`src/rtl/audio_tone_sequencer.sv`:
```
// Note sequencer for the square-wave oscillator: queues (half-period, duration) notes
// and plays them back-to-back with a silent gap, pulsing done when the queue drains.
module audio_tone_sequencer #(
  parameter int FIFO_DEPTH = 8,
  parameter int PERIOD_W   = 18,
  parameter int DUR_W      = 16,
  parameter int TICK_DIV   = 50000,
  parameter int GAP_CYCLES = 4
) (
  input  logic                          CLK,
  input  logic                          RST,
  input  logic                          note_valid,
  output logic                          note_ready,
  input  logic [PERIOD_W-1:0]           note_period,
  input  logic [DUR_W-1:0]              note_dur,
  input  logic                          start,
  input  logic                          stop,
  output logic [PERIOD_W-1:0]           osc_period,
  output logic                          osc_load,
  output logic                          osc_enable,
  output logic                          busy,
  output logic                          done,
  output logic [$clog2(FIFO_DEPTH):0]   fifo_level
);

  localparam int PTR_W = $clog2(FIFO_DEPTH);
  localparam int LVL_W = PTR_W + 1;
  localparam int PRE_W = $clog2(TICK_DIV);
  localparam int GAP_W = $clog2(GAP_CYCLES) + 1;
  localparam logic [PRE_W-1:0] PRE_MAX = PRE_W'(TICK_DIV - 1);
  localparam logic [GAP_W-1:0] GAP_MAX = GAP_W'(GAP_CYCLES - 1);
  localparam logic [LVL_W-1:0] LVL_FULL = LVL_W'(FIFO_DEPTH);

  typedef enum logic [1:0] {IDLE, LOAD, PLAY, GAP} state_t;

  logic [PERIOD_W-1:0] per_mem [FIFO_DEPTH];
  logic [DUR_W-1:0]    dur_mem [FIFO_DEPTH];

  logic [PTR_W-1:0]    wr_ptr_q, rd_ptr_q;
  logic [LVL_W-1:0]    level_q, level_d;
  state_t              state_q, state_d;
  logic [PERIOD_W-1:0] osc_period_q, osc_period_d;
  logic                osc_load_q, osc_load_d;
  logic                osc_enable_q, osc_enable_d;
  logic                done_q, done_d;
  logic [DUR_W-1:0]    remain_q, remain_d;
  logic [PRE_W-1:0]    presc_q, presc_d;
  logic [GAP_W-1:0]    gap_q, gap_d;

  logic                push, pop;
  logic [PERIOD_W-1:0] head_period;
  logic [DUR_W-1:0]    head_dur;

  assign note_ready  = (level_q < LVL_FULL);
  assign pop         = (state_q == LOAD) && !stop;
  // A pop in the same cycle frees the slot, so a write against a full queue still lands.
  assign push        = note_valid && !stop && (note_ready || pop);
  assign level_d     = level_q + LVL_W'(push) - LVL_W'(pop);
  assign head_period = per_mem[rd_ptr_q];
  assign head_dur    = dur_mem[rd_ptr_q];

  always_ff @(posedge CLK) begin
    if (push) begin
      per_mem[wr_ptr_q] <= note_period;
      dur_mem[wr_ptr_q] <= note_dur;
    end
  end

  always_ff @(posedge CLK or posedge RST) begin
    if (RST) begin
      wr_ptr_q <= '0;
      rd_ptr_q <= '0;
      level_q  <= '0;
    end else if (stop) begin
      wr_ptr_q <= '0;
      rd_ptr_q <= '0;
      level_q  <= '0;
    end else begin
      if (push) wr_ptr_q <= wr_ptr_q + 1'b1;
      if (pop)  rd_ptr_q <= rd_ptr_q + 1'b1;
      level_q <= level_d;
    end
  end

  always_comb begin
    state_d      = state_q;
    osc_period_d = osc_period_q;
    osc_load_d   = 1'b0;
    osc_enable_d = osc_enable_q;
    done_d       = 1'b0;
    remain_d     = remain_q;
    presc_d      = presc_q;
    gap_d        = gap_q;
    if (stop) begin
      state_d      = IDLE;
      osc_enable_d = 1'b0;
    end else begin
      case (state_q)
        IDLE: if (start && level_q != '0) state_d = LOAD;
        LOAD: begin
          if (head_dur != '0) begin
            osc_period_d = head_period;
            osc_load_d   = 1'b1;
            osc_enable_d = (head_period != '0);
            remain_d     = head_dur;
            presc_d      = '0;
            state_d      = PLAY;
          end else if (level_d != '0) begin
            state_d = LOAD;
          end else begin
            state_d = IDLE;
            done_d  = 1'b1;
          end
        end
        PLAY: begin
          if (presc_q == PRE_MAX) begin
            presc_d  = '0;
            remain_d = remain_q - 1'b1;
            if (remain_q == DUR_W'(1)) begin
              state_d      = GAP;
              osc_enable_d = 1'b0;
              gap_d        = '0;
            end
          end else begin
            presc_d = presc_q + 1'b1;
          end
        end
        GAP: begin
          if (gap_q == GAP_MAX) begin
            if (level_q != '0) begin
              state_d = LOAD;
            end else begin
              state_d = IDLE;
              done_d  = 1'b1;
            end
          end else begin
            gap_d = gap_q + 1'b1;
          end
        end
        default: state_d = IDLE;
      endcase
    end
  end

  always_ff @(posedge CLK or posedge RST) begin
    if (RST) begin
      state_q      <= IDLE;
      osc_period_q <= '0;
      osc_load_q   <= 1'b0;
      osc_enable_q <= 1'b0;
      done_q       <= 1'b0;
      remain_q     <= '0;
      presc_q      <= '0;
      gap_q        <= '0;
    end else begin
      state_q      <= state_d;
      osc_period_q <= osc_period_d;
      osc_load_q   <= osc_load_d;
      osc_enable_q <= osc_enable_d;
      done_q       <= done_d;
      remain_q     <= remain_d;
      presc_q      <= presc_d;
      gap_q        <= gap_d;
    end
  end

  assign osc_period = osc_period_q;
  assign osc_load   = osc_load_q;
  assign osc_enable = osc_enable_q;
  assign done       = done_q;
  assign busy       = (state_q != IDLE);
  assign fifo_level = level_q;

endmodule

```
`config.mk`:
```
export PLATFORM = sky130hd
export DESIGN_NAME = audio_tone_sequencer
export DESIGN_NICKNAME = d
export VERILOG_FILES = /design/src/rtl/audio_tone_sequencer.sv
export SDC_FILE = /design/constraint.sdc
export NUM_CORES = 1
export LEC_CHECK = 0
export ABC_AREA = 1
export BUFFER_PORTS_ARGS = -buffer_cell sky130_fd_sc_hd__buf_4
export CORE_MARGIN = 8
export CORE_UTILIZATION = 55
export DETAILED_ROUTE_END_ITERATION = 6
export GPL_TIMING_DRIVEN = 0
export PLACE_DENSITY = 0.72
export SLEW_MARGIN = 25
export SYNTH_ARGS = -nofsm -noshare
export SYNTH_HDL_FRONTEND = slang
export SYNTH_SLANG_ARGS = --single-unit
```
`constraint.sdc`:
```
create_clock -name CLK -period 9.2 [get_ports CLK]
set_input_delay 1.84 -clock CLK [delete_from_list [all_inputs] [get_ports CLK]]
set_output_delay 1.84 -clock CLK [all_outputs]
set_load 0.01 [all_outputs]
```
==> results of run 1 <==
## area by class of cell
class                           instances  share of cell area
Tap cell                              378              0.0266
Buffer                                 70              0.0211
Clock buffer                           47              0.0547
Timing Repair Buffer                   76              0.0419
Sequential cell                       340               0.555
Clock inverter                         17             0.00781
Inverter                              197              0.0419
Multi-Input combinational cell        970               0.251
## layer usage
metal,vias to the layer above,wire (um),track usage,share of wire
met5,-,13,0,0.00033
met4,2,1030,0.0758,0.027
met3,87,3430,0.0485,0.088
met2,471,18300,0.379,0.47
met1,5359,16100,0.310,0.41
li1,5375,-,-,-
## cells in the mapped netlist (all sizes together) (6+ instances only)
| master | n |
|---|---|
| xor2 | 15 |
| edfxtp | 272 |
| nor4 | 6 |
| dfrtp | 68 |
| nand3 | 171 |
| o21ai | 82 |
| clkbuf | 20 |
| buf | 50 |
| inv | 196 |
| nor3 | 14 |
| ha | 16 |
| nand4 | 12 |
| nor2 | 150 |
| or2 | 6 |
| a21oi | 11 |
| nand2 | 469 |
## sequential cells by signal, summed over array words and instances, names as in the netlist, 2 cells and up
register    cells
dur_mem       128
fifo_level      4
gap_q           3
osc_period     18
per_mem       144
presc_q        16
rd_ptr_q        3
remain_q       16
state_q         2
wr_ptr_q        3
## worst paths after layout
| check | depth (start not counted) | start | endpoint |
|---|---|---|---|
| max | 13 | stop | done$_DFF_PP0_ |
| min | 2 | osc_period[7]$_DFFE_PP0P_ | osc_period[7]$_DFFE_PP0P_ |
| max reg2reg | 15 | state_q[1]$_DFFE_PP0P_ | done$_DFF_PP0_ |
| min reg2reg | 2 | osc_period[7]$_DFFE_PP0P_ | osc_period[7]$_DFFE_PP0P_ |
| max in group asynchronous | 3 | RST | osc_period[0]$_DFFE_PP0P_ |
| min in group asynchronous | 2 | RST | osc_enable$_DFFE_PP0P_ |
## worst register-to-register path: stages (launching register included)
cell and delay, ns:
dfrtp_1 0.42, inv_1 0.10, ha_1 0.14, clkbuf_1 0.38, o21ai_0 0.21, nor2_1 0.24, inv_1 0.09, ha_1 0.29
inv_1 0.04, ha_1 0.20, fa_1 0.39, xor2_1 0.17, inv_1 0.07, nand4_1 0.13, nand3b_1 0.18, a21oi_1 0.17
## stage by stage
step	setup WS [ns]	area (um^2)	util	hold slack [ns]	total power (uW)
2_1_floorplan	4.96	15400	-	0.453	2660
3_3_place_gp	3.08	16300	0.590	0.469	3060
3_5_place_dp	4.91	16700	0.602	0.476	3100
4_1_cts	5.43	17800	0.642	0.493	4460
5_1_grt	5.20	17800	0.642	0.516	4680
6_report	5.42	17800	0.642	0.492	4460
## cells by family (layout without fill, tap and decap cells)
family,after synthesis,after routing
fa+ha+maj,17,17
simple gates,831,831
buf+inv,267,407
xor+xnor,19,19
compound gates,103,103
flops,340,340
## power groups by stage
stage / clock (uW) / combinational [uW] / sequential, uW
after floorplan: 0 / 752 / 1900
after global placement: 0 / 1160 / 1900
after detailed placement: 0 / 1200 / 1900
after CTS: 1380 / 1210 / 1870
after global routing: 1440 / 1360 / 1890
final: 1370 / 1220 / 1870
==> metrics.txt, run 1 <==
outcome=finished, final reports clean; initial DRC count=1217; most common cell after layout, fill and taps aside=nand2_1; reg2reg setup slack=5.91 ns; Yosys warning count=0; drt first pass iters=6; max_slew headroom=0.485; cts bufs inserted=36; H-tree levels=2; vias in the first global route=10948; Reg clk slew, reported paths=0.07 ns; setup violators final=0; switching portion of total power=0.335; WP data arrival=4.21 ns; final net count=1747; die area=33600 um^2; Synth Area in Adders=0.0143; Final Cycle Share=0.410; CP Launch Type=input port; Layout Skew=0.0175 ns; largest net degree at the start of global routing=36; Netlist Area Pre-Place=15400 um^2; fraction of the mapped netlist area in simple logic gates=0.226; commonest cells after routing, fill and taps aside=465 x nand2_1, 272 x edfxtp_1, 193 x inv_1; most frequent CP cell=inv_1; Pleak=0.00757 uW; clk sinks=340; Net Count, Synth=1633; CP Capture Type=register; Hold/Removal Path Class=register to register; die width=183 um; Hold Vio Cnt, Final=0; Gate power share=0.273; Syn Inst Count=1577; IR drop worst, VDD=0.000161 V; CP top delay family=adder cells; Total GRT Usage=0.233; Via Count=11294; Power Density=251 nW/um^2; sequential area share after synthesis=0.641; Slew Limit Fails=0; # hold bufs at CTS=0; DPL Wire Length=25.6 mm; initial antenna violation count=1; top cell type by total area after synthesis=edfxtp_1; Netlist cell types=39; Worst path max stage delay=0.39 ns; # diodes=0; CTS tree=done; post-route DRC violation count=0; register bit total from synthesis=340; CTS resizes=0; fill count=2133; largest family of logic cells by synthesized area=simple AND/OR/NAND/NOR gates; clk_lat worst skew=0.52 ns; Starting Density=0.555; Die Y=183 um; mux cell area share after synthesis=0; CP max FO=10; xor and xnor area share after synthesis=0.0108; Synth Flop Type=edfxtp_1; footprint of the multi-input gates=4460 um^2; layout cells sized above 1=0.116; Mean Syn Cell Area=9.76 um^2; slowest CP cell=fa_1; Cell Int Power=2970 uW; Max Cap Violations=0; Wirelength per Cell=18.6 um; switching pwr=1490 uW; Post-synth ARST share=0.200; CP Cell Sequence=buf_4 > clkbuf_1 > nor2_1 > inv_1 > ha_1 > inv_1 > ha_1 > fa_1 > xor2_1 > inv_1 > nand4_1 > nand3b_1 > a21oi_1; Register Area=9870 um^2; RSZ-0062 raised after global routing=false; Routed Antenna Nets=0; WL final=38.9 mm; Synth top area share=0.531; fin cells=2095; Synth Area in Compound Gates=0.0348; Crit Path Category=input port to register; via density per instance=5.39; Clock Tree Root=clkbuf_16; Remaining Overflow, GRT=0; Worst-Margin Slew=0.773 ns; placed cells=2031; total core area=27700 um^2; # port buffers=65; synth top area cells=edfxtp_1 53%, nand2_1 11%, dfrtp_1 11%; Worst Path Buf+Inv=5; Max Clk Rate=0.265 GHz; area delta synth->final=15.5%; minimum clock period=3.78 ns; Setup TNS=0 ns; gpl congestion=0.911; first-pass GRT wire length=60.5 mm; Post-synth EDFFs=272; Max clock buf depth=3; Clock Power Share=0.308; Flop pwr share=0.420; Post-CTS Setup Bufs=0; row count=61; I/O Pins=66; Worst EP required=9.64 ns
(Power assumes the default switching activity.)
==> run 2, diff against run 1 <==
==> constraint.sdc (replaced) <==
create_clock -name CLK -period 3.5 [get_ports CLK]
set_input_delay 0.7 -clock CLK [delete_from_list [all_inputs] [get_ports CLK]]
set_output_delay 0.7 -clock CLK [all_outputs]
set_load 0.01 [all_outputs]
==> metrics.txt, run 2 (synthesis results as in run 1) <==
crit path capture=osc_enable$_DFFE_PP0P_; WP data arrival=3.59 ns (-0.62 ns); initial DRC count=1245 (+2.3%); Total GRT Usage=0.233 (unchanged); most common cell after layout, fill and taps aside=nand2_1; DP Area=16700 um^2 (unchanged); Die Y=183 um (unchanged); CP Launch Type=register; # port buffers=65 (unchanged); I/O Pins=66 (unchanged); WL final=39.0 mm (about the same); drt first pass iters=6 (unchanged); final instance area=17800 um^2 (about the same); Slew Limit Fails=0 (unchanged); Hold Vio Cnt, Final=0 (unchanged); Remaining Overflow, GRT=0 (unchanged); # hold bufs at CTS=0 (unchanged); commonest cells after routing, fill and taps aside=465 x nand2_1, 272 x edfxtp_1, 193 x inv_1; switching portion of total power=0.335 (about the same); final net count=1746 (-0.057%); Flop pwr share=0.420 (about the same); die width=183 um (unchanged); Starting Density=0.555 (unchanged); Power Total=11700 uW (+160%); initial antenna violation count=1 (unchanged); DPL Wire Length=25.6 mm (unchanged); post-route DRC violation count=0 (unchanged); Routed Antenna Nets=0 (unchanged); Clock Tree Root=clkbuf_16; max_slew headroom=0.473 (-0.0121); # diodes=0 (unchanged); Layout Skew=0.0185 ns (+0.00102 ns); Max clock buf depth=3 (unchanged); setup violators final=0 (unchanged); cts bufs inserted=36 (unchanged); Max Clk Rate=0.315 GHz; row count=61 (unchanged); Worst EP required=3.91 ns (-5.73 ns); critical path startpoint=rd_ptr_q[2]$_DFFE_PP0P_; minimum clock period=3.18 ns; IR drop worst, VDD=0.000426 V (+160%); Reg clk slew, reported paths=0.07 ns (about the same); Clock Power Share=0.307 (about the same); Worst-Margin Slew=0.791 ns (+0.0181 ns); Via Count=11310 (+0.14%); Crit Path Category=register to register; Hold/Removal Path Class=input port to asynchronous set/reset pin; largest net degree at the start of global routing=36 (unchanged); clk sinks=340 (unchanged); Final Cycle Share=0.908; layout cells sized above 1=0.116 (about the same); Max Cap Violations=0 (unchanged); RSZ-0062 raised after global routing=false; Wirelength per Cell=18.6 um (+0.14%); CTS tree=done; CP Capture Type=register; Gate power share=0.273 (about the same); via density per instance=5.40 (+0.19%); outcome=finished, final reports clean; Layout Utilization=0.642 (about the same); reg2reg setup slack=0.32 ns (-5.59 ns); Cell Int Power=7800 uW (+160%); H-tree levels=2 (unchanged); CP max FO=10 (unchanged); vias in the first global route=10948 (unchanged); gpl congestion=0.911 (unchanged); R2R cell count=13 (-2); Biggest register=per_mem; total core area=27700 um^2 (unchanged); area delta synth->final=15.5% (about the same); max FFs per register=144 (unchanged); first-pass GRT wire length=60.5 mm (unchanged); Post-CTS Setup Bufs=0 (unchanged); Pleak=0.00757 uW (about the same); Power Density=659 nW/um^2 (+160%); reg2reg end=osc_enable$_DFFE_PP0P_; Setup TNS=0 ns (unchanged); switching pwr=3920 uW (+160%); origin of the critical flop-to-flop path=rd_ptr_q[2]$_DFFE_PP0P_; die area=33600 um^2 (unchanged); clk_lat worst skew=0.52 ns (about the same)
-- run 2: area by class of cell --
class	count	area [um^2]
Tap cell	378	473
Multi-Input combinational cell	970	4460
Sequential cell	340	9870
Fill cell	2133	9930
Clock buffer	47	972
Timing Repair Buffer	76	746
Inverter	197	744
Buffer	69	372
Clock inverter	17	139
-- run 2: how the worst min path moves through the flow --
stage,start,end,slack [ns],depth (start not counted)
6_report,RST,presc_q[4]$_DFFE_PP0P_,0.20,2
3_5_place_dp,osc_period[11]$_DFFE_PP0P_,osc_period[11]$_DFFE_PP0P_,0.48,2
4_1_cts,RST,presc_q[4]$_DFFE_PP0P_,0.21,2
2_1_floorplan,gap_q[2]$_DFFE_PP0P_,gap_q[2]$_DFFE_PP0P_,0.45,2
5_1_grt,RST,presc_q[12]$_DFFE_PP0P_,0.24,2
3_3_place_gp,gap_q[2]$_DFFE_PP0P_,gap_q[2]$_DFFE_PP0P_,0.47,2
-- run 2: metrics by stage --
stage	instances	worst slack [ns]	hold slack (ns)
3_5_place_dp	2031	0.219	0.476
2_1_floorplan	1577	0.314	0.453
3_3_place_gp	2020	-1.59	0.469
4_1_cts	2095	0.196	0.213
5_1_grt	2094	0.112	0.241
6_report	2094	0.323	0.201
-- run 2: worst max-delay path, cell delays in order (launching register included) --
cell	delay, ns
dfrtp_1	0.36
buf_2	0.20
clkinv_1	0.26
buf_2	0.36
buf_1	0.64
nand3_1	0.15
nand2_1	0.14
nand2_1	0.08
nor2_1	0.24
nand3_1	0.27
nor2_1	0.15
nor2_1	0.05
nor2_1	0.11
nor2_1	0.05
-- run 2: per-layer routing --
layer / track usage / wire length, um / up-vias
li1: - / - / 5366
met1: 0.310 / 16100 / 5319
met2: 0.379 / 18300 / 533
met3: 0.0485 / 3530 / 90
met4: 0.0758 / 1030 / 2
met5: 0 / 13 / -
-- run 2: power by group through the flow --
stage          Combinational (uW)  Clock (uW)  Sequential, uW
6_report                     3200        3600            4920
5_1_grt                      3570        3780            4960
4_1_cts                      3180        3630            4920
3_5_place_dp                 3160           0            5000
3_3_place_gp                 3060           0            5000
2_1_floorplan                1980           0            5010
-- run 2: timing repair --
item,CTS,global route
hold endpoints to repair,0,0
setup endpoints to repair,0,2
gates resized for setup,0,0
==> run 3, diff against run 2 <==
--- a/config.mk
+++ b/config.mk
@@ -5,13 +5,13 @@
 export SDC_FILE = /design/constraint.sdc
 export NUM_CORES = 1
 export LEC_CHECK = 0
-export ABC_AREA = 1
 export BUFFER_PORTS_ARGS = -buffer_cell sky130_fd_sc_hd__buf_4
 export CORE_MARGIN = 8
-export CORE_UTILIZATION = 55
+export CORE_UTILIZATION = 50
+export CTS_BUF_LIST = sky130_fd_sc_hd__clkbuf_2 sky130_fd_sc_hd__clkbuf_4 sky130_fd_sc_hd__clkbuf_8
 export DETAILED_ROUTE_END_ITERATION = 6
 export GPL_TIMING_DRIVEN = 0
-export PLACE_DENSITY = 0.72
+export PLACE_DENSITY = 0.67
 export SLEW_MARGIN = 25
 export SYNTH_ARGS = -nofsm -noshare
 export SYNTH_HDL_FRONTEND = slang
==> metrics.txt, run 3 <==
outcome=finished, final reports clean; Max clock buf depth=3 (unchanged); Biggest register=per_mem; Starting Density=0.507 (-0.0488); Flop pwr share=0.459 (+0.039); Layout Utilization=0.600 (-0.0413); Max Cap Violations=0 (unchanged); DPL Wire Length=20.0 mm (-22%); final net count=1050 (-40%); setup violators final=0 (unchanged); Power Density=651 nW/um^2 (-1.2%); max_slew headroom=0.483 (+0.0105); max FFs per register=144 (unchanged); CP Launch Type=register; Cell Int Power=7720 uW (-0.95%); die width=184 um (+0.15%); Syn Inst Count=853 (-46%); most frequent cell after synthesis=edfxtp_1; IR drop worst, VDD=0.000363 V (-15%); Gate power share=0.228 (-0.045); Synth top cells by count=272 x edfxtp_1, 68 x dfrtp_1, 50 x mux2_2, 43 x mux2i_1, 40 x nand2_1; Pleak=0.00573 uW (-24%); gpl congestion=0.877 (-3.7%); Synth Flop Type=edfxtp_1; Clock Tree Root=clkbuf_8; RSZ-0062 raised after global routing=true; Reg clk slew, reported paths=0.06 ns (about the same); Netlist cell types=52 (+33%); Clock Power Share=0.313 (+0.006); switching pwr=3110 uW (-21%); via density per instance=5.62 (+4.1%); first-pass GRT wire length=47.0 mm (-22%); cts bufs inserted=53 (+47%); H-tree levels=2 (unchanged); CP max FO=19 (+9); Layout Skew=0.0312 ns (+0.0127 ns); Crit Path Category=register to register; Total GRT Usage=0.181 (-0.0514); placed cells=1314 (-35%); initial DRC count=598 (-52%); R2R cell count=10 (-3); Mean Syn Cell Area=16.5 um^2 (+69%); largest net degree at the start of global routing=50 (+39%); Net Count, Synth=909 (-44%); Hold/Removal Path Class=input port to asynchronous set/reset pin; fill count=2095 (-1.8%); synth top area cells=edfxtp_1 58%, dfrtp_1 12%, mux4_2 5.3%; Synth top area share=0.582 (+0.0511); most common cell after layout, fill and taps aside=edfxtp_1; total core area=27700 um^2 (unchanged); post-route DRC violation count=0 (unchanged); reg2reg end=osc_enable$_DFFE_PP0P_; origin of the critical flop-to-flop path=rd_ptr_q[1]$_DFFE_PP0P_; Via Count=7968 (-30%); clk sinks=340 (unchanged); clk_lat worst skew=0.60 ns (+0.08 ns); commonest cells after routing, fill and taps aside=272 x edfxtp_1, 71 x buf_4, 68 x dfrtp_1; # diodes=0 (unchanged); Wirelength per Cell=21.4 um (+15%); Remaining Overflow, GRT=0 (unchanged); Slew Limit Fails=0 (unchanged); # port buffers=64 (-1.5%); Worst EP required=3.94 ns (+0.03 ns); area delta synth->final=18.5%; Post-synth EDFFs=272 (unchanged); Worst-Margin Slew=0.775 ns (-0.0157 ns); minimum clock period=3.34 ns (+0.166 ns); die area=33700 um^2 (+0.30%); CTS tree=done; vias in the first global route=8239 (-25%); top cell type by total area after synthesis=edfxtp_1; Netlist Area Pre-Place=14000 um^2 (-8.8%); Max Clk Rate=0.299 GHz (-5.0%); initial antenna violation count=1 (unchanged); switching portion of total power=0.287 (-0.0479); Post-synth ARST share=0.200 (unchanged); reg2reg setup slack=0.16 ns (-0.17 ns); Final Cycle Share=0.955 (+0.0475); I/O Pins=66 (unchanged); register bit total from synthesis=340 (unchanged); Yosys warning count=0 (unchanged); WP data arrival=3.78 ns (+0.19 ns); row count=61 (unchanged); sequential area share after synthesis=0.703 (+0.0618); fin cells=1417 (-32%); Routed Antenna Nets=0 (unchanged); drt first pass iters=5 (-1); Hold Vio Cnt, Final=0 (unchanged); critical path startpoint=rd_ptr_q[1]$_DFFE_PP0P_; layout cells sized above 1=0.287 (+0.171); WL final=30.3 mm (-22%); CP Capture Type=register; Die Y=184 um (+0.15%)
## run 3: cell count changes in the layout (fill, tap and decap cells not counted), sizes merged, moves of 40 or more
cell / change
nand2: -429
inv: -168
nand3: -159
nor2: -113
mux2: +50
mux2i: +43
o21ai: -42
mux4: +40
## run 3: per-stage QoR
stage	hold WS [ns]	power, uW	TNS, ns	worst slack (ns)	cell area (um^2)
2_1_floorplan	0.445	6610	0	0.116	14000
3_3_place_gp	0.464	7440	-446.10	-1.90	15000
3_5_place_dp	0.481	7530	-0.613	-0.613	15500
4_1_cts	0.0546	10900	0	0.0578	16600
5_1_grt	0.0822	11400	-0.0258	-0.0258	16600
6_report	0.0788	10800	0	0.157	16600
## run 3: power groups by stage
stage	registers, uW	clock network (uW)	logic (uW)
after global placement	5050	0	2380
final	4980	3380	2470
after CTS	4980	3440	2490
after global routing	5020	3620	2720
after floorplan	5070	0	1550
after detailed placement	5050	0	2480
## run 3: critical path, cell delays in order (launching register included)
cell and delay (ns):
dfrtp_1 0.38, buf_2 0.23, buf_4 0.30, buf_4 0.24
nor2_1 0.13, clkbuf_1 0.56, a221oi_1 0.30, nor4_2 0.46
nand4_1 0.20, o21ai_1 0.28, o21ai_0 0.11
## run 3: routing by layer
metal  vias to the layer above  share of wire  GRT usage
met5                         -        0.00043          0
met4                         2          0.020     0.0520
met3                        52          0.062     0.0374
met2                       257           0.47      0.285
met1                      4020           0.45      0.254
li1                       3637              -          -
## run 3: worst max-delay path by stage
| stage | end | slack (ns) |
|---|---|---|
| after floorplan | dur_mem[2][0]$_DFFE_PP_ | 0.12 |
| after global placement | dur_mem[4][5]$_DFFE_PP_ | -1.90 |
| after detailed placement | osc_enable$_DFFE_PP0P_ | -0.61 |
| after CTS | osc_enable$_DFFE_PP0P_ | 0.06 |
| after global routing | osc_enable$_DFFE_PP0P_ | -0.03 |
| final | osc_enable$_DFFE_PP0P_ | 0.16 |
## run 3: area by class of cell
| class | instances | area [um^2] | share of cell area |
|---|---|---|---|
| well taps | 378 | 473 | 0.0284 |
| multi-input cells | 445 | 3920 | 0.236 |
| clock inverters | 26 | 184 | 0.0111 |
| clock buffers | 74 | 912 | 0.0548 |
| repair buffers | 88 | 943 | 0.0567 |
| flip-flops and latches | 340 | 9870 | 0.593 |
| plain buffers | 39 | 225 | 0.0135 |
| inverters | 27 | 104 | 0.00624 |
## run 3: what timing repair did
| item | 4_1_cts | 5_1_grt |
|---|---|---|
| resized for setup | 9 | 0 |
| pin swaps | 0 | 1 |
| setup endpoints to repair | 1 | 9 |
| hold buffers | 0 | 0 |
| setup buffers | 0 | 5 |
## run 3: cells by family (layout without fill, tap and decap cells)
family | Yosys count | count (layout) | synth area share
XOR/XNOR | 6 | 6 | 0.00374
adder cells (fa/ha/maj) | 17 | 17 | 0.0157
AO/OA/AOI/OAI | 128 | 128 | 0.0596
multiplexers | 133 | 133 | 0.137
flip-flops | 340 | 340 | 0.703
AND/OR/NAND/NOR | 161 | 161 | 0.0582
buffers and inverters | 68 | 254 | 0.0227
